File: src/rtl/rs_arb_pkg.sv
// Shared types, widths and the round-robin search helper for the RS issue arbiter.
package rs_arb_pkg;

    localparam int unsigned RS_NUM_DEF = 4;
    localparam int unsigned RS_MAX     = 16;
    localparam int unsigned RS_MAX_W   = $clog2(RS_MAX);
    localparam int unsigned RS_IDX_W   = $clog2(RS_NUM_DEF);
    localparam int unsigned ALU_OP_W   = 3;

    typedef logic [RS_IDX_W-1:0] rs_idx_t;

    // One-hot of the first set bit of mask at or after ptr, wrapping within n stations.
    function automatic logic [RS_MAX-1:0] first_from(
        input logic [RS_MAX-1:0] mask,
        input int unsigned       ptr,
        input int unsigned       n
    );
        logic [RS_MAX-1:0] onehot;
        logic              found;
        int unsigned       idx;
        onehot = '0;
        found  = 1'b0;
        for (int unsigned k = 0; k < RS_MAX; k++) begin
            idx = ptr + k;
            if (idx >= n) idx = idx - n;
            if (k < n && idx < n && !found && mask[idx[RS_MAX_W-1:0]]) begin
                onehot[idx[RS_MAX_W-1:0]] = 1'b1;
                found = 1'b1;
            end
        end
        return onehot;
    endfunction

endpackage

File: src/rtl/rs_issue_arbiter_rr_pick.sv
// Combinational round-robin picker: first set mask bit at or after ptr, as one-hot and index.
module rr_pick
    import rs_arb_pkg::*;
#(
    parameter int unsigned N = RS_NUM_DEF
) (
    input  logic [N-1:0]                     mask_i,
    input  logic [((N > 1) ? $clog2(N) : 1)-1:0] ptr_i,
    output logic [N-1:0]                     grant_o,
    output logic [((N > 1) ? $clog2(N) : 1)-1:0] idx_o
);
    localparam int unsigned IW = (N > 1) ? $clog2(N) : 1;

    logic [RS_MAX-1:0] pick_full;
    logic              unused_hi;

    assign pick_full = first_from(RS_MAX'(mask_i), 32'(ptr_i), N);
    assign grant_o   = pick_full[N-1:0];
    assign unused_hi = ^pick_full;

    always_comb begin
        idx_o = '0;
        for (int unsigned i = 0; i < N; i++) begin
            if (grant_o[i]) idx_o = IW'(i);
        end
    end

endmodule

File: src/rtl/rs_issue_arbiter.sv
// Reservation-station allocator and round-robin issue arbiter feeding a registered FU issue stage.
// Optional RS_ARB_PERF_CNT_EN adds saturating transfer/stall counters.
module rs_issue_arbiter
    import rs_arb_pkg::*;
#(
    parameter int unsigned XLEN      = 32,
    parameter int unsigned TAG_WIDTH = 32,
    parameter int unsigned NUM_RS    = RS_NUM_DEF
) (
    input  logic                          clk,
    input  logic                          reset,
    input  logic                          flush,
`ifdef RS_ARB_PERF_CNT_EN
    output logic [31:0]                   perf_issue_cnt,
    output logic [31:0]                   perf_stall_cnt,
`endif
    input  logic                          alloc_req,
    output logic                          alloc_grant,
    output logic                          alloc_full,
    output logic [NUM_RS-1:0]             alloc_enable,
    input  logic [NUM_RS-1:0]             rs_busy,
    input  logic [NUM_RS-1:0]             rs_ready,
    input  logic [NUM_RS*XLEN-1:0]        rs_v1,
    input  logic [NUM_RS*XLEN-1:0]        rs_v2,
    input  logic [NUM_RS*ALU_OP_W-1:0]    rs_alu_op,
    input  logic [NUM_RS-1:0]             rs_alu_sign,
    input  logic [NUM_RS*TAG_WIDTH-1:0]   rs_rob_tag,
    output logic [NUM_RS-1:0]             rs_dispatched,
    input  logic                          fu_ready,
    output logic                          issue_valid,
    output logic [XLEN-1:0]               issue_v1,
    output logic [XLEN-1:0]               issue_v2,
    output logic [ALU_OP_W-1:0]           issue_alu_op,
    output logic                          issue_alu_sign,
    output logic [TAG_WIDTH-1:0]          issue_rob_tag
);
    localparam int unsigned PTR_W = (NUM_RS > 1) ? $clog2(NUM_RS) : 1;

    logic [NUM_RS-1:0]    issued_q, issued_d;
    logic [PTR_W-1:0]     rr_ptr_q, rr_ptr_d;
    logic                 valid_q, valid_d;
    logic [XLEN-1:0]      v1_q, v1_d, v2_q, v2_d;
    logic [ALU_OP_W-1:0]  op_q, op_d;
    logic                 sign_q, sign_d;
    logic [TAG_WIDTH-1:0] tag_q, tag_d;

    logic [NUM_RS-1:0]    free, cand, grant_oh;
    logic [PTR_W-1:0]     grant_idx;
    logic                 can_load, grant_en;

    // A station still marked issued is not free, so allocation never hands out a stale entry.
    assign free         = ~rs_busy & ~issued_q;
    assign alloc_full   = ~|free;
    assign alloc_grant  = alloc_req & ~alloc_full;
    assign alloc_enable = alloc_req ? (free & (~free + NUM_RS'(1))) : '0;

    assign cand     = rs_ready & ~issued_q;
    assign can_load = ~valid_q | fu_ready;
    assign grant_en = can_load & (|cand) & ~flush;

    rr_pick #(.N(NUM_RS)) u_pick (
        .mask_i  (cand),
        .ptr_i   (rr_ptr_q),
        .grant_o (grant_oh),
        .idx_o   (grant_idx)
    );

    always_comb begin
        issued_d = issued_q & rs_busy;
        rr_ptr_d = rr_ptr_q;
        valid_d  = valid_q;
        v1_d     = v1_q;
        v2_d     = v2_q;
        op_d     = op_q;
        sign_d   = sign_q;
        tag_d    = tag_q;
        if (flush) begin
            valid_d  = 1'b0;
            issued_d = '0;
        end else if (grant_en) begin
            valid_d  = 1'b1;
            issued_d = issued_d | grant_oh;
            v1_d     = rs_v1[32'(grant_idx)*XLEN +: XLEN];
            v2_d     = rs_v2[32'(grant_idx)*XLEN +: XLEN];
            op_d     = rs_alu_op[32'(grant_idx)*ALU_OP_W +: ALU_OP_W];
            sign_d   = rs_alu_sign[grant_idx];
            tag_d    = rs_rob_tag[32'(grant_idx)*TAG_WIDTH +: TAG_WIDTH];
            rr_ptr_d = (grant_idx == PTR_W'(NUM_RS-1)) ? '0 : grant_idx + PTR_W'(1);
        end else if (valid_q && fu_ready) begin
            valid_d = 1'b0;
        end
    end

    always_ff @(posedge clk or posedge reset) begin
        if (reset) begin
            issued_q <= '0;
            rr_ptr_q <= '0;
            valid_q  <= 1'b0;
            v1_q     <= '0;
            v2_q     <= '0;
            op_q     <= '0;
            sign_q   <= 1'b0;
            tag_q    <= '0;
        end else begin
            issued_q <= issued_d;
            rr_ptr_q <= rr_ptr_d;
            valid_q  <= valid_d;
            v1_q     <= v1_d;
            v2_q     <= v2_d;
            op_q     <= op_d;
            sign_q   <= sign_d;
            tag_q    <= tag_d;
        end
    end

    assign rs_dispatched  = issued_q;
    assign issue_valid    = valid_q;
    assign issue_v1       = v1_q;
    assign issue_v2       = v2_q;
    assign issue_alu_op   = op_q;
    assign issue_alu_sign = sign_q;
    assign issue_rob_tag  = tag_q;

`ifdef RS_ARB_PERF_CNT_EN
    logic [31:0] perf_issue_q, perf_issue_d, perf_stall_q, perf_stall_d;

    // Saturating counters, untouched by flush.
    always_comb begin
        perf_issue_d = perf_issue_q;
        perf_stall_d = perf_stall_q;
        if (valid_q && fu_ready && perf_issue_q != '1)  perf_issue_d = perf_issue_q + 32'd1;
        if (valid_q && !fu_ready && perf_stall_q != '1) perf_stall_d = perf_stall_q + 32'd1;
    end

    always_ff @(posedge clk or posedge reset) begin
        if (reset) begin
            perf_issue_q <= '0;
            perf_stall_q <= '0;
        end else begin
            perf_issue_q <= perf_issue_d;
            perf_stall_q <= perf_stall_d;
        end
    end

    assign perf_issue_cnt = perf_issue_q;
    assign perf_stall_cnt = perf_stall_q;
`endif

endmodule

File: config.mk
export PLATFORM = sky130hd
export DESIGN_NAME = rs_issue_arbiter
export DESIGN_NICKNAME = d
export VERILOG_FILES = /design/src/rtl/rs_arb_pkg.sv /design/src/rtl/rs_issue_arbiter_rr_pick.sv /design/src/rtl/rs_issue_arbiter.sv
export SDC_FILE = /design/constraint.sdc
export NUM_CORES = 1
export LEC_CHECK = 0
export ABC_CLOCK_PERIOD_IN_PS = 3550
export CAP_MARGIN = 15
export CORE_AREA = 3 3 203 205
export CTS_BUF_LIST = sky130_fd_sc_hd__clkbuf_4 sky130_fd_sc_hd__clkbuf_8
export CTS_CLUSTER_DIAMETER = 200
export DETAILED_ROUTE_END_ITERATION = 12
export DIE_AREA = 0 0 206 208
export MAX_ROUTING_LAYER = met4
export REMOVE_ABC_BUFFERS = 1
export SYNTH_ARGS = -nofsm -noshare
export SYNTH_HDL_FRONTEND = slang
export SYNTH_SLANG_ARGS = --single-unit
File: constraint.sdc
create_clock -name clk -period 3.55 [get_ports clk]
set_input_delay 0.71 -clock clk [delete_from_list [all_inputs] [get_ports clk]]
set_output_delay 0.71 -clock clk [all_outputs]
set_load 0.05 [all_outputs]
Word level (Yosys, flattened, before mapping)
Index checks and enable logic that the tools add are counted.

operators by class
  reduce and logical (&&, ||, !) cells = 20
  shifts and indexed selects = 4
  $mul = 1
  magnitude comparators = 17
  add/sub/neg operators = 9
  multiplexer cells = 39
  equality and inequality tests = 1
  bitwise gates (word level) = 17

operators by type and width
  kind                     number
  $shiftx A128 B8 Y32      3
  $lt A32 B3 Y1 const B    4
  $mux W32                 4
  $ge A32 B3 Y1 const B    3
  $sub A32 B3 Y32 const B  3
  $mux W4                  7
  $lt A4 B5 Y1 const B     4
  $and A4 B4 Y4            4
  $bmux W1 S4              4
  $demux W1 S4             4
  $ge A4 B1 Y1 const B     4
  $mux W1                  16
  $or A4 B4 Y4             4
  $logic_and A1 B1 Y1      12
  $not A4 Y4               3
  $shiftx A12 B5 Y3        1
  $reduce_or A4 Y1         2
  $add A2 B2 Y3 const B    2
  $mux W2                  3
  $add A4 B1 Y4 const B    1
  $logic_not A1 Y1         4
  $mul A2 B2 Y4 const B    1
  $sub A2 B3 Y4 const B    1
  $add A2 B1 Y3 const B    1
  other kinds (10)         13

storage, ports and cells
  flip-flop bits (word level) = 107
  logic and storage cells = 116

Depth between registers and ports, before layout
Gate-level depths: netlist of the first run.

  depth in word-level cells = 23
  mapped depth = 13
  gate-level depth less buffers = 9

Cells and area by module
Synthesis of the first run repeated with hierarchy kept, for this count alone.

unflattened totals
  cell total of the unflattened synthesis = 432
  area total of the unflattened synthesis = 7380.8 um^2

modules (own cells, without submodules)
  module            cells an instance  times used  area an instance (um^2)
  rs_issue_arbiter  379                1           6920.4
  rr_pick           53                 1           460.4

Worst setup path after synthesis of the first run
No wires, ideal clock.

  path kind = register to output
  start point = register issued_q[0], in the netlist rs_dispatched[0]
  end point = output alloc_enable[2]
  path slack = 0.371 ns
  arrival = 2.469 ns
  cell stages (with the launch flop) = 3
  path through = dfrtp_1 o21ai_0 nor4_1

between the ends
  word-level cells in the longest chain between the ends = 6

RTL lines
  item                    RTL line                 RTL
  from (decl)             rs_issue_arbiter.sv:39   logic [NUM_RS-1:0] issued_q, issued_d;
  from (signal assigned)  rs_issue_arbiter.sv:105  issued_q <= issued_d;
  $not A4 Y4              rs_issue_arbiter.sv:52   assign free = ~rs_busy & ~issued_q;
  $and A4 B4 Y4           rs_issue_arbiter.sv:52
  $not A4 Y4              rs_issue_arbiter.sv:55   assign alloc_enable = alloc_req ? (free & (~free + NUM_RS'(1))) : '0;
  $add A4 B1 Y4           rs_issue_arbiter.sv:55
  $and A4 B4 Y4           rs_issue_arbiter.sv:55
  $mux W4                 rs_issue_arbiter.sv:55
  to (decl)               rs_issue_arbiter.sv:20   output logic [NUM_RS-1:0] alloc_enable,

Every way passes these cells.

Final worst setup path of the first run
  start point = register rr_ptr_q[0]
  end point = register v1_q[21], in the netlist issue_v1[21]

between the ends
  word-level cells in the longest chain between the ends = 22
  elaborated cells on any way between the ends = 71
  those cells by class = add/sub (7); order compare (16); shift (1); mux (30); bitwise (3); reduce/logical (14)

RTL lines
  item                                                      RTL line                        RTL
  from (decl)                                               rs_issue_arbiter.sv:40          logic [PTR_W-1:0] rr_ptr_q, rr_ptr_d;
  from (signal assigned)                                    rs_issue_arbiter.sv:106         rr_ptr_q <= rr_ptr_d;
  branches (longest 17 deep; another with $sub A32 B3 Y32)  --
  $mux W4 *                                                 rs_arb_pkg.sv:26                if (k < n && idx < n && !found && mask[idx[RS_MAX_W-1:0]]) begin
  $mux W1                                                   rs_issue_arbiter_rr_pick.sv:24  if (grant_o[i]) idx_o = IW'(i);
  $mux W2                                                   rs_issue_arbiter_rr_pick.sv:24
  $mux W2 *                                                 rs_issue_arbiter_rr_pick.sv:24
  $shiftx A128 B8 Y32 *                                     rs_issue_arbiter.sv:83          v1_d = rs_v1[32'(grant_idx)*XLEN +: XLEN];
  to (signal assigned)                                      rs_issue_arbiter.sv:108         v1_q <= v1_d;
  to (decl)                                                 rs_issue_arbiter.sv:42          logic [XLEN-1:0] v1_q, v1_d, v2_q, v2_d;

Mark *: on every way between the ends. The select of a mux whose other input is x is not followed.
A chain may end at the register's enable or synchronous reset.

==> flow_summary.ini, run 1 <==
[grt]
grt_pass1_wl_microns = 57700
grt_pass1_vias = 9877
antenna_found_initial = 1
grtUsageTotal_pct = 17.8
grt_overflow = 0
grt_max_degree = 111

[route]
detail-route-antenna-nets = 0
drtIter0Drc = 571
finalWirelength_microns = 38700
vias_per_cell = 4.99
vias = 9518
drc_errors = 0
first_pass_iters = 5
wl_per_cell_microns = 20.3

[clocking]
tritoncts = yes
cts_made_buffers = 9
cts_setup_buffers = 0
cts_resized = 0
postCtsHoldBufs = 0
insertion_delay_ps = 420
htree_levels = 3
clkTransAtPathRegs_ps = 110
cts-root-buf = clkbuf_8
clockBufferDepth = 2
cts_num_sinks = 107

[timing]
rsz0062_at_grt = false
hold_viol = 0
fin_crit_ps = 3290
finClkSkew_ps = 14.0
drv_slew = 0
relSlewSlack_pct = 38.6
tightest_slew_ps = 921
timing.fmax_mhz = 304
finalWorstSetupSlack_ps = 256
fin_crit_sh_pct = 92.8
setup_violations = 0

[floorplanning]
io_pins = 524
row_count = 73
die_w_microns = 206
fp.dieH_microns = 208
initial_utilization_pct = 19.9
core_area_sq_um = 39600
die_area_sq_um = 42800

[worst_setup_path]
worstPathRequired_ps = 3860
reg2reg_slack_ps = 260
cp.arrival_ps = 3600
r2r-start = rr_ptr_q[0]$_DFFE_PP0P_
worstPathMaxFanout = 77
end_kind = flop
max_stage_delay_ps = 620
startpoint_type = flop
cp_cell_sequence = inv_2 > ha_1 > mux4_2 > o21ai_0 > o22ai_4 > buf_12 > and3_1 > a221oi_1 > buf_4 > o22ai_1
rr_worst_depth = 10
crit_type = flop to flop
r2r-end = issue_v1[21]$_DFFE_PP0P_
slowest_stage = dfrtp_1

[logic_synthesis]
synthFlopType = dfrtp_1
synth_warnings = 0
synthTopCellsByArea = dfrtp_1 34%, mux2i_1 13%, a221oi_1 10%
synth_most_common_cell = nor2_1
synth-edff-count = 0
syn-cell-area_sq_um = 7880
ys_ff_latch = 107
yosysUniqueCellTypes = 45
syn_inst = 902
async_flop_share_pct = 100
synthTopCellsByCount = 111 x nor2_1, 107 x dfrtp_1, 104 x o21ai_0
syn_area_per_cell_sq_um = 8.74
seq_area_frac_synth_pct = 34.0
synth_top_cell_area_share_pct = 34.0
synth_area_leader_cell = dfrtp_1

[power]
p_sw_share_pct = 53.9
p_int_mw = 6.63
p_comb_share_pct = 78.2
p_clk_share_pct = 5.7
peakVddDrop_v = 0.000792
p_seq_share_pct = 16.1
switchingPower_mw = 7.74
total_power_mw = 14.4
power.density_nw_per_um2 = 1020
leakage_nw = 5.68

[finish]
fin_util_pct = 35.5
layout.nets = 1798
area_growth_pct = 78.8
diodes = 0
drive_gt1_share_pct = 6.51

[placement]
routabilityCongestion = 0.897
port_buffers = 523
dp_hpwl_microns = 28800
place_ws_ps = -33.0

[min_path]
hold_path_end = issue_v1[8]$_DFFE_PP0P_
min-delay-start = issue_v1[8]$_DFFE_PP0P_
hold_class = flop to flop
hold_path_depth = 2

[run_status]
run_status = completed

[run]
drv_cap = 0
==> power by group through the flow <==
| stage | logic [mW] | registers [mW] | clock network [mW] |
|---|---|---|---|
| 2_1_floorplan | 4.26 | 4.20 | 0 |
| 3_3_place_gp | 11.2 | 2.29 | 0 |
| 3_5_place_dp | 11.3 | 2.33 | 0 |
| 4_1_cts | 11.3 | 2.31 | 0.886 |
| 5_1_grt | 12.0 | 2.40 | 0.915 |
| 6_report | 11.2 | 2.31 | 0.825 |
==> cell families (layout without fill, tap and decap cells) <==
logic type	Yosys count	after routing	share of synthesized area, %
flip-flops	107	107	34.0
adder cells (fa/ha/maj)	7	7	1.11
buffers and inverters	109	590	6.45
AND/OR/NAND/NOR	246	246	15.8
multiplexers	103	103	13.6
AO/OA/AOI/OAI	330	330	29.1
==> registers in the layout, indices dropped and copies added, names as in the netlist <==
register and cells:
issue_rob_tag 32, issue_alu_op 3, rs_dispatched 4, rr_ptr_q 2, issue_valid 1, issue_v2 32
issue_alu_sign 1, issue_v1 32
==> layout make-up <==
cell class,instances,area (sq um)
clock buffer,11,139
clock inverter,5,53.8
fill,4069,25600
inverter,6,25.0
multi-input combinational,686,4760
sequential,107,2680
tap,525,657
timing repair buffer,568,5780
==> worst max-delay path: cells and delay by family (launching register included) <==
kind                       cells  cell delay (ps)
muxes                          1              390
buffers and inverters          3              430
AOI/OAI and AO/OA              4              820
DFF                            1              620
adders and majority gates      1              430
and+or+nand+nor                1              320
==> cells in the final DEF, fill, tap and decap left out, drive strengths merged, types with 8 or more instances in the layout <==
cell type and count:
clkbuf 11, dfrtp 107, a221oi 100, mux2i 100, nand2 8, o22ai 104
buf 48, o21ai 110, nor2 111, clkdlybuf4s50 520, and3 100
==> per-stage QoR <==
| stage | cell area [sq um] | hold slack (ps) | std cells | TNS (ps) |
|---|---|---|---|---|
| after floorplan | 7390 | 672 | 799 | -763460 |
| after global placement | 13900 | 571 | 1892 | 0 |
| after detailed placement | 13900 | 581 | 1892 | -33.0 |
| after CTS | 14100 | 609 | 1908 | 0 |
| after global routing | 14100 | 636 | 1908 | 0 |
| final | 14100 | 606 | 1908 | 0 |
==> metal layers <==
metal / wire length (microns) / global-route usage (%) / vias to the layer above
met5: 0 / - / -
li1: - / - / 4455
met2: 19100 / 29.8 / 442
met1: 15900 / 21.4 / 4578
met3: 2820 / 3.46 / 43
met4: 811 / 5.74 / 0
==> how the worst max path moves through the flow <==
stage,slack [ps],start,cells after the start,endpoint
after global placement,40,rs_ready[3],10,issue_rob_tag[22]$_DFFE_PP0P_
after global routing,180,rr_ptr_q[0]$_DFFE_PP0P_,10,issue_rob_tag[6]$_DFFE_PP0P_
after detailed placement,-30,rs_ready[3],10,issue_rob_tag[22]$_DFFE_PP0P_
final,260,rr_ptr_q[0]$_DFFE_PP0P_,10,issue_v1[21]$_DFFE_PP0P_
after floorplan,-7970,rs_ready[1],5,rs_dispatched[0]$_DFF_PP0_
after CTS,350,rr_ptr_q[0]$_DFFE_PP0P_,10,issue_rob_tag[14]$_DFFE_PP0P_
(Power assumes the default switching activity.)
==> inputs of run 2 (changes only) <==
--- a/config.mk
+++ b/config.mk
@@ -7,11 +7,12 @@
 export LEC_CHECK = 0
 export ABC_CLOCK_PERIOD_IN_PS = 3550
 export CAP_MARGIN = 15
-export CORE_AREA = 3 3 203 205
+export CORE_AREA = 3 3 205 207
 export CTS_BUF_LIST = sky130_fd_sc_hd__clkbuf_4 sky130_fd_sc_hd__clkbuf_8
 export CTS_CLUSTER_DIAMETER = 200
 export DETAILED_ROUTE_END_ITERATION = 12
-export DIE_AREA = 0 0 206 208
+export DIE_AREA = 0 0 208 210
+export DONT_BUFFER_PORTS = 1
 export MAX_ROUTING_LAYER = met4
 export REMOVE_ABC_BUFFERS = 1
 export SYNTH_ARGS = -nofsm -noshare
==> run 2 against run 1 <==
Effect of this change:
- clock-buffer cell count shrank 1
- register-to-register slack improved by 100 ps
- die area up 1.9%
- clock power is 9.9% higher
- cell count down 27%
- combinational power fell by 37%
- via count shrank 18%
- design area fell by 37%
- hold slack lost 380 ps
- flip-flop and latch count is the same
- global-route usage fell by 3.7 points
- largest cell class is now multi-input combinational cells
- largest power group unchanged
==> flow_summary.ini, run 2 (synthesis results as in run 1) <==
[worst_setup_path]
worstPathRequired_ps = 3860
startpoint = rr_ptr_q[1]$_DFFE_PP0P_
worstPathMaxFanout = 44
crit_type = flop to flop
rr_worst_depth = 9
startpoint_type = flop
r2r-start = rr_ptr_q[1]$_DFFE_PP0P_
end_kind = flop
cp.arrival_ps = 3500

[power]
leakage_nw = 3.56
peakVddDrop_v = 0.000793
power.density_nw_per_um2 = 1410
total_power_mw = 12.4

[timing]
fin_crit_sh_pct = 89.9
hold_viol = 0
fin_crit_ps = 3190
drv_slew = 0
tightest_slew_ps = 1090
setup_tns_ps = 0
relSlewSlack_pct = 27.2
rsz0062_at_grt = false
timing.fmax_mhz = 313
finClkSkew_ps = 23.4
setup_violations = 0

[clocking]
cts-root-buf = clkbuf_8
cts_setup_buffers = 0
clkTransAtPathRegs_ps = 120
tritoncts = yes
postCtsHoldBufs = 0
cts_made_buffers = 9
cts_num_sinks = 107
clockBufferDepth = 2
insertion_delay_ps = 430
cts_resized = 0
htree_levels = 3

[route]
wl_per_cell_microns = 23.0
vias = 7821
vias_per_cell = 5.61
first_pass_iters = 5
drtIter0Drc = 718
finalWirelength_microns = 32100
detail-route-antenna-nets = 0
drc_errors = 0

[finish]
layout_common_cells = 111 x nor2_1, 107 x dfrtp_1, 104 x o21ai_0, 103 x o22ai_1
final_common_cell = nor2_1
n_fill_cell = 4441
multiInputGateArea_sq_um = 4780
drive_gt1_share_pct = 9.64
area_growth_pct = 11.8
ff_latch_area_sq_um = 2680
layout.nets = 1266
fin_util_pct = 21.7

[floorplanning]
core_area_sq_um = 40600
io_pins = 524
initial_utilization_pct = 19.4
fp.dieH_microns = 210
die_w_microns = 208
row_count = 74
die_area_sq_um = 43700

[run_status]
run_status = completed

[grt]
grtUsageTotal_pct = 14.1
grt_overflow = 0
grt_pass1_wl_microns = 46700
grt_max_degree = 113
grt_pass1_vias = 7590
antenna_found_initial = 12

[placement]
port_buffers = 0
dp_hpwl_microns = 23300
routabilityCongestion = 0.865

[min_path]
hold_class = input port to async pin

[run]
drv_cap = 0
## run 2: changes by cell type in the layout (fill, tap and decap cells not counted), sizes merged, moves of 3 or more
cell / delta
clkdlybuf4s50: -520
buf: -12
diode: +11
clkinv: -4
inv: +3
## run 2: worst paths after layout
check	slack, ps	end
max	360	issue_v2[22]$_DFFE_PP0P_
min	230	issue_v2[29]$_DFFE_PP0P_
min reg2reg	630	rr_ptr_q[0]$_DFFE_PP0P_
min in group clk	340	rs_dispatched[0]$_DFF_PP0_
max in group asynchronous	2520	issue_rob_tag[23]$_DFFE_PP0P_
max reg2reg	360	issue_v2[22]$_DFFE_PP0P_
## run 2: final cells by class
cell class,count,area share (%)
clock inverters,6,1.07
clock buffers,10,1.49
diodes,11,0.312
flip-flops and latches,107,30.4
repair buffers,36,4.63
multi-input cells,686,54.3
well taps,532,7.56
inverters,6,0.284
## run 2: metal layers
| layer | global-route usage [%] | vias to the layer above | share of wire [%] |
|---|---|---|---|
| li1 | - | 3411 | - |
| met4 | 7.04 | 0 | 4.0 |
| met1 | 17.2 | 3836 | 40 |
| met3 | 3.35 | 56 | 8.4 |
| met2 | 21.9 | 518 | 47 |
| met5 | - | - | 0 |
## run 2: per-stage QoR
step	setup WS [ps]	instances	instance area [sq um]	hold WS (ps)
2_1_floorplan	-7970	799	7390	672
3_3_place_gp	406	1367	8560	598
3_5_place_dp	320	1367	8560	612
4_1_cts	367	1383	8780	209
5_1_grt	150	1394	8810	248
6_report	359	1394	8810	228
## run 2: power breakdown
| group | leakage [nW] | internal [mW] | total, mW | switching [mW] |
|---|---|---|---|---|
| Clock | 0.111 | 0.413 | 0.907 | 0.494 |
| Sequential | 1.19 | 1.78 | 4.38 | 2.60 |
| Combinational | 2.27 | 2.82 | 7.10 | 4.28 |
| Total | 3.56 | 5.02 | 12.4 | 7.37 |
## run 2: critical path: stages, from the launching register on
cell and delay (ps):
dfrtp_1 530, inv_1 150, ha_1 380, or4_1 540, o21ai_2 140, o21ai_2 140, o32a_2 460, buf_12 210
mux2i_1 330, o22ai_1 130
==> RTL edit 1 (flow settings as in run 1) <==
The parameter `XLEN` goes from 32 to 24.
--- a/src/rtl/rs_issue_arbiter.sv
+++ b/src/rtl/rs_issue_arbiter.sv
@@ -3,7 +3,7 @@
 module rs_issue_arbiter
     import rs_arb_pkg::*;
 #(
-    parameter int unsigned XLEN      = 32,
+    parameter int unsigned XLEN      = 24,
     parameter int unsigned TAG_WIDTH = 32,
     parameter int unsigned NUM_RS    = RS_NUM_DEF
 ) (
Interface: changed (resized issue_v1, issue_v2, rs_v1 and rs_v2); port bits go from 524 to 444. No check against the original RTL was run, so the function may have changed too.
==> RTL edit 1 against run 1 <==
Sequential share of layout area down 0.59 points; worst hold slack worse by 0.092 ns; power down 9.4%; wire length down 11%; count of clock-buffer cells in the layout down 2; sequential cell count down 16; setup slack better by 0.026 ns; largest power group unchanged; area after synthesis down 12%; critical endpoint is now issue_rob_tag[10]$_DFFE_PP0P_; core utilization down 4.4 points; global-route usage down 1.9 points; final area down 12%.
==> RTL edit 1: results (changes against run 1) <==
- Outcome: completed (unchanged).
- The initial antenna violation count is 2 (was 1).
- The worst-path maximum fanout is 79 (was 77).
- The average vias per placed instance is 4.765 (was 4.988).
- The worst hold endpoint is issue_v2[13]$_DFFE_PP0P_ (was issue_v1[8]$_DFFE_PP0P_).
- The kind of cell adding the most delay to the critical path is compound AO/OA/AOI/OAI gates (unchanged).
- The total number of nets in the final design is 1624 (was 1798).
- The worst vdd rail ir drop is 0.6375 mV (was 0.7919 mV).
- The detailed router's first-iteration violation count is 583 (was 571).
- The detailed-routed wire length on met2 is 16.71 mm (was 19.13 mm).
- The first-pass GRT wire length came to 50.61 mm (was 57.69 mm).
- The clock network latency to the later pin of the worst-skew pair came to 0.42 ns (about the same).
- The fraction of the yosys area taken by sequential cells is 0.3290 (was 0.3398).
- The sum of met3 wire segment lengths after detailed routing was 2.730 mm (was 2.823 mm).
- The total track usage is 0.1584 (was 0.1779).
- The largest single stage delay on the critical path is 0.61 ns.
- The capturing point of the worst reg2reg path is issue_rob_tag[10]$_DFFE_PP0P_ (was issue_v1[21]$_DFFE_PP0P_).
- The worst clock skew is 0.01599 ns (was 0.01403 ns).
- Synth cell count leaders: 130 x sky130_fd_sc_hd__and3_1, 91 x sky130_fd_sc_hd__dfrtp_1, 74 x sky130_fd_sc_hd__nor2_1 (was 111 x sky130_fd_sc_hd__nor2_1, 107 x sky130_fd_sc_hd__dfrtp_1, 104 x sky130_fd_sc_hd__o21ai_0).
- The actual slew at the worst max-slew pin came to 0.7359 ns (was 0.9210 ns).
- The pin count of the biggest net entering global routing is 86 (was 111).
- The number of unique standard cell types used by synthesis is 47 (was 45).
- The number of port buffers came to 443 (was 523).
- The startpoint of the tightest hold check path is issue_v2[13]$_DFFE_PP0P_ (was issue_v1[8]$_DFFE_PP0P_).
- The length in cells of the worst reg-to-reg path is 9 (was 10).
- The internal reg-to-reg setup slack is 0.28 ns (was 0.26 ns).
- The number of global-route vias before repair came to 8612 (was 9877).
- The placement-stage worst setup slack is -0.09281 ns (was -0.03296 ns).
- The cell count of the worst hold path is 2 (unchanged).
- The total routed wire length on the met1 layer was 13.96 mm (was 15.91 mm).
- The achievable frequency is 306.0 MHz (was 303.6 MHz).
- The fraction of final layout cells sized beyond drive strength 1 was 0.05507 (was 0.06508).
- The static leakage is 4.874 nW (was 5.680 nW).
- The half-perimeter wire length of the detailed placement result was 25.87 mm (was 28.75 mm).
- The number of maximum-capacitance violations is 0 (unchanged).
- The final weighted congestion of routability-driven global placement is 0.8043 (was 0.8965).
- The total wirelength of the detailed-routed design is 34.55 mm (was 38.68 mm).
- Largest cells by area after synthesis: sky130_fd_sc_hd__dfrtp_1 33%, sky130_fd_sc_hd__and3_1 12%, sky130_fd_sc_hd__a22oi_1 7.3% (was sky130_fd_sc_hd__dfrtp_1 34%, sky130_fd_sc_hd__mux2i_1 13%, sky130_fd_sc_hd__a221oi_1 10%).
-- RTL edit 1: changes by cell type after synthesis, sizes merged, moves of 63 or more --
cell    change
mux2i     -100
o22ai     -100
a21boi     +65
a221oi    -100
a31oi      +63
a22oi      +65
-- RTL edit 1: worst max-delay path by stage --
| stage | cells after the start | endpoint | from |
|---|---|---|---|
| after floorplan | 6 | issue_alu_op[0]$_DFFE_PP0P_ | rs_ready[1] |
| after global placement | 9 | issue_rob_tag[18]$_DFFE_PP0P_ | rs_ready[2] |
| after detailed placement | 9 | issue_rob_tag[18]$_DFFE_PP0P_ | rs_ready[3] |
| after CTS | 9 | issue_rob_tag[18]$_DFFE_PP0P_ | rr_ptr_q[0]$_DFFE_PP0P_ |
| after global routing | 9 | issue_rob_tag[18]$_DFFE_PP0P_ | rr_ptr_q[0]$_DFFE_PP0P_ |
| final | 9 | issue_rob_tag[10]$_DFFE_PP0P_ | rr_ptr_q[0]$_DFFE_PP0P_ |
-- RTL edit 1: logic make-up after synthesis --
family | Yosys count | synth area share
AO/OA/AOI/OAI | 326 | 0.3030
adder cells (fa/ha/maj) | 7 | 0.01265
buffers and inverters | 108 | 0.07339
flip-flops | 91 | 0.3290
multiplexers | 2 | 0.006507
AND/OR/NAND/NOR | 343 | 0.2755
-- RTL edit 1: power by group --
part / internal, W / switching (W) / leakage (nW) / total (W)
Combinational: 0.00384 / 0.00629 / 3.69 / 0.0101
Clock: 0.000532 / 0.000440 / 0.121 / 0.000972
Sequential: 0.00156 / 0.000350 / 1.07 / 0.00191
Total: 0.00593 / 0.00708 / 4.87 / 0.0130
-- RTL edit 1: cell type report --
| class | count | area (µm²) |
|---|---|---|
| Antenna cell | 3 | 7.507 |
| Clock buffer | 9 | 123.9 |
| Clock inverter | 5 | 127.6 |
| Fill cell | 4232 | 27280 |
| Inverter | 7 | 28.78 |
| Multi-Input combinational cell | 678 | 4180 |
| Sequential cell | 91 | 2277 |
| Tap cell | 525 | 656.9 |
| Timing Repair Buffer | 481 | 4960 |
-- RTL edit 1: through the flow --
stage	hold WS [ns]	util	TNS [ns]	area (µm²)	instances
5_1_grt	0.5407	0.3118	0	12360	1798
4_1_cts	0.5179	0.3117	0	12350	1796
3_3_place_gp	0.4871	0.3053	-0.2370	12100	1782
2_1_floorplan	0.6366	-	-651.25	6440	776
6_report	0.5146	0.3118	0	12360	1799
3_5_place_dp	0.4932	0.3053	-0.1708	12100	1782
-- RTL edit 1: layer usage --
layer	GRT usage	up-vias
li1	-	4066
met1	0.1790	4077
met2	0.2631	373
met3	0.03974	57
met4	0.07210	0
met5	-	-
==> RTL edit 2 (config.mk and constraints of run 1) <==
Without the edit above. Take the reset off `v1_q`, `v2_q` and `tag_q` and load them in a clocked block of their own.
--- a/src/rtl/rs_issue_arbiter.sv
+++ b/src/rtl/rs_issue_arbiter.sv
@@ -96,21 +96,21 @@
             issued_q <= '0;
             rr_ptr_q <= '0;
             valid_q  <= 1'b0;
-            v1_q     <= '0;
-            v2_q     <= '0;
             op_q     <= '0;
             sign_q   <= 1'b0;
-            tag_q    <= '0;
         end else begin
             issued_q <= issued_d;
             rr_ptr_q <= rr_ptr_d;
             valid_q  <= valid_d;
-            v1_q     <= v1_d;
-            v2_q     <= v2_d;
             op_q     <= op_d;
             sign_q   <= sign_d;
-            tag_q    <= tag_d;
         end
+    end
+
+    always_ff @(posedge clk) begin
+        v1_q  <= v1_d;
+        v2_q  <= v2_d;
+        tag_q <= tag_d;
     end
 
     assign rs_dispatched  = issued_q;
Function: changed (Yosys sat finds a counterexample within 4 cycles, from zero or initial values and one cycle with reset high).
==> RTL edit 2 against run 1 <==
Global-route usage decreased by 3.0 points; wire length decreased by 16%; sequential cell count unchanged; setup slack improved by 0.16 ns; power increased by 1.1%; area after synthesis decreased by 12%; final area decreased by 4.8%; clock skew increased by 0.0045 ns; largest cell class unchanged.
==> RTL edit 2: results (changes against run 1) <==
- Outcome: completed (unchanged).
- The area of all sequential standard cells is 0.003158 mm² (was 0.002678 mm²).
- The capturing instance or port of the critical path is alloc_grant (was issue_v1[21]$_DFFE_PP0P_).
- The detailed-routed wire length on met2 came to 16.21 mm (was 19.13 mm).
- The area added between synthesis and finish is 93.68% (was 78.77%).
- Largest cells by area after synthesis: sky130_fd_sc_hd__edfxtp_1 42%, sky130_fd_sc_hd__mux2i_1 14%, sky130_fd_sc_hd__o221ai_1 8.6% (was sky130_fd_sc_hd__dfrtp_1 34%, sky130_fd_sc_hd__mux2i_1 13%, sky130_fd_sc_hd__a221oi_1 10%).
- The detailed router's first-iteration violation count came to 372 (was 571).
- The remaining max-slew budget at the tightest pin is 0.5969 (was 0.3860).
- The number of multi-input combinational cells was 391 (was 686).
- The half-perimeter wire length of the detailed placement result was 25.61 mm (was 28.75 mm).
- The startpoint of the tightest hold check path is issue_alu_sign$_DFFE_PP0P_ (was issue_v1[8]$_DFFE_PP0P_).
- The count of clock-net buffers in the final layout is 10 (was 11).
- The capturing point of the worst reg2reg path is issue_v2[0]$_DFFE_PP_ (was issue_v1[21]$_DFFE_PP0P_).
- The placed instance area is 0.01323 mm² (was 0.01389 mm²).
- The total wirelength of the detailed-routed design is 32.42 mm (was 38.68 mm).
- The worst vdd rail ir drop is 0.4194 mV (was 0.7919 mV).
- The pin count of the biggest net entering global routing is 42 (was 111).
- The global routing met3 resource utilization is 0.03568 (was 0.03458).
- The number of placed instances, taps included is 1709 (was 1892).
- The static leakage is 5.411 nW (was 5.680 nW).
- The fraction of the yosys area taken by sequential cells is 0.4558 (was 0.3398).
- The longest individual stage delay on the worst path came to 0.81 ns (was 0.62 ns).
- The internal reg-to-reg setup slack is 0.51 ns (was 0.26 ns).
- The shortest period the worst path allows is 3.131 ns (was 3.294 ns).
- The buffering overhead is 0.4394 (was 0.4102).
- The number of global-route vias before repair was 7724 (was 9877).
- The length in cells of the worst reg-to-reg path is 11 (was 10).
- The first-pass GRT wire length is 47.02 mm (was 57.69 mm).
- The worst hold slack after final layout came to 0.5654 ns (was 0.6063 ns).
- The number of synthesized flops with an enable pin is 96 (was 0).
- The via total after detailed routing is 7299 (was 9518).
- The total track usage came to 0.1482 (was 0.1779).
-- RTL edit 2: power by group through the flow --
stage               logic [W]  clock network, W  registers (W)
finish                 0.0110          0.000815        0.00274
global route           0.0117          0.000900        0.00281
CTS                    0.0111          0.000872        0.00275
detailed placement     0.0111                 0        0.00278
global placement       0.0110                 0        0.00276
floorplan             0.00337                 0        0.00429
-- RTL edit 2: tightest hold or removal path: stages, from the launching register on --
cell,delay (ns)
sky130_fd_sc_hd__dfrtp_1,0.36
sky130_fd_sc_hd__nor2_1,0.06
sky130_fd_sc_hd__o2bb2ai_1,0.12
-- RTL edit 2: cells by family (layout without fill, tap and decap cells) --
group / count (synthesis) / after routing / share of synthesized area
buf+inv: 149 / 701 / 0.09644
mux: 104 / 104 / 0.1582
flops: 107 / 107 / 0.4558
simple gates: 151 / 151 / 0.09464
fa+ha+maj: 7 / 7 / 0.01264
compound gates: 129 / 129 / 0.1822
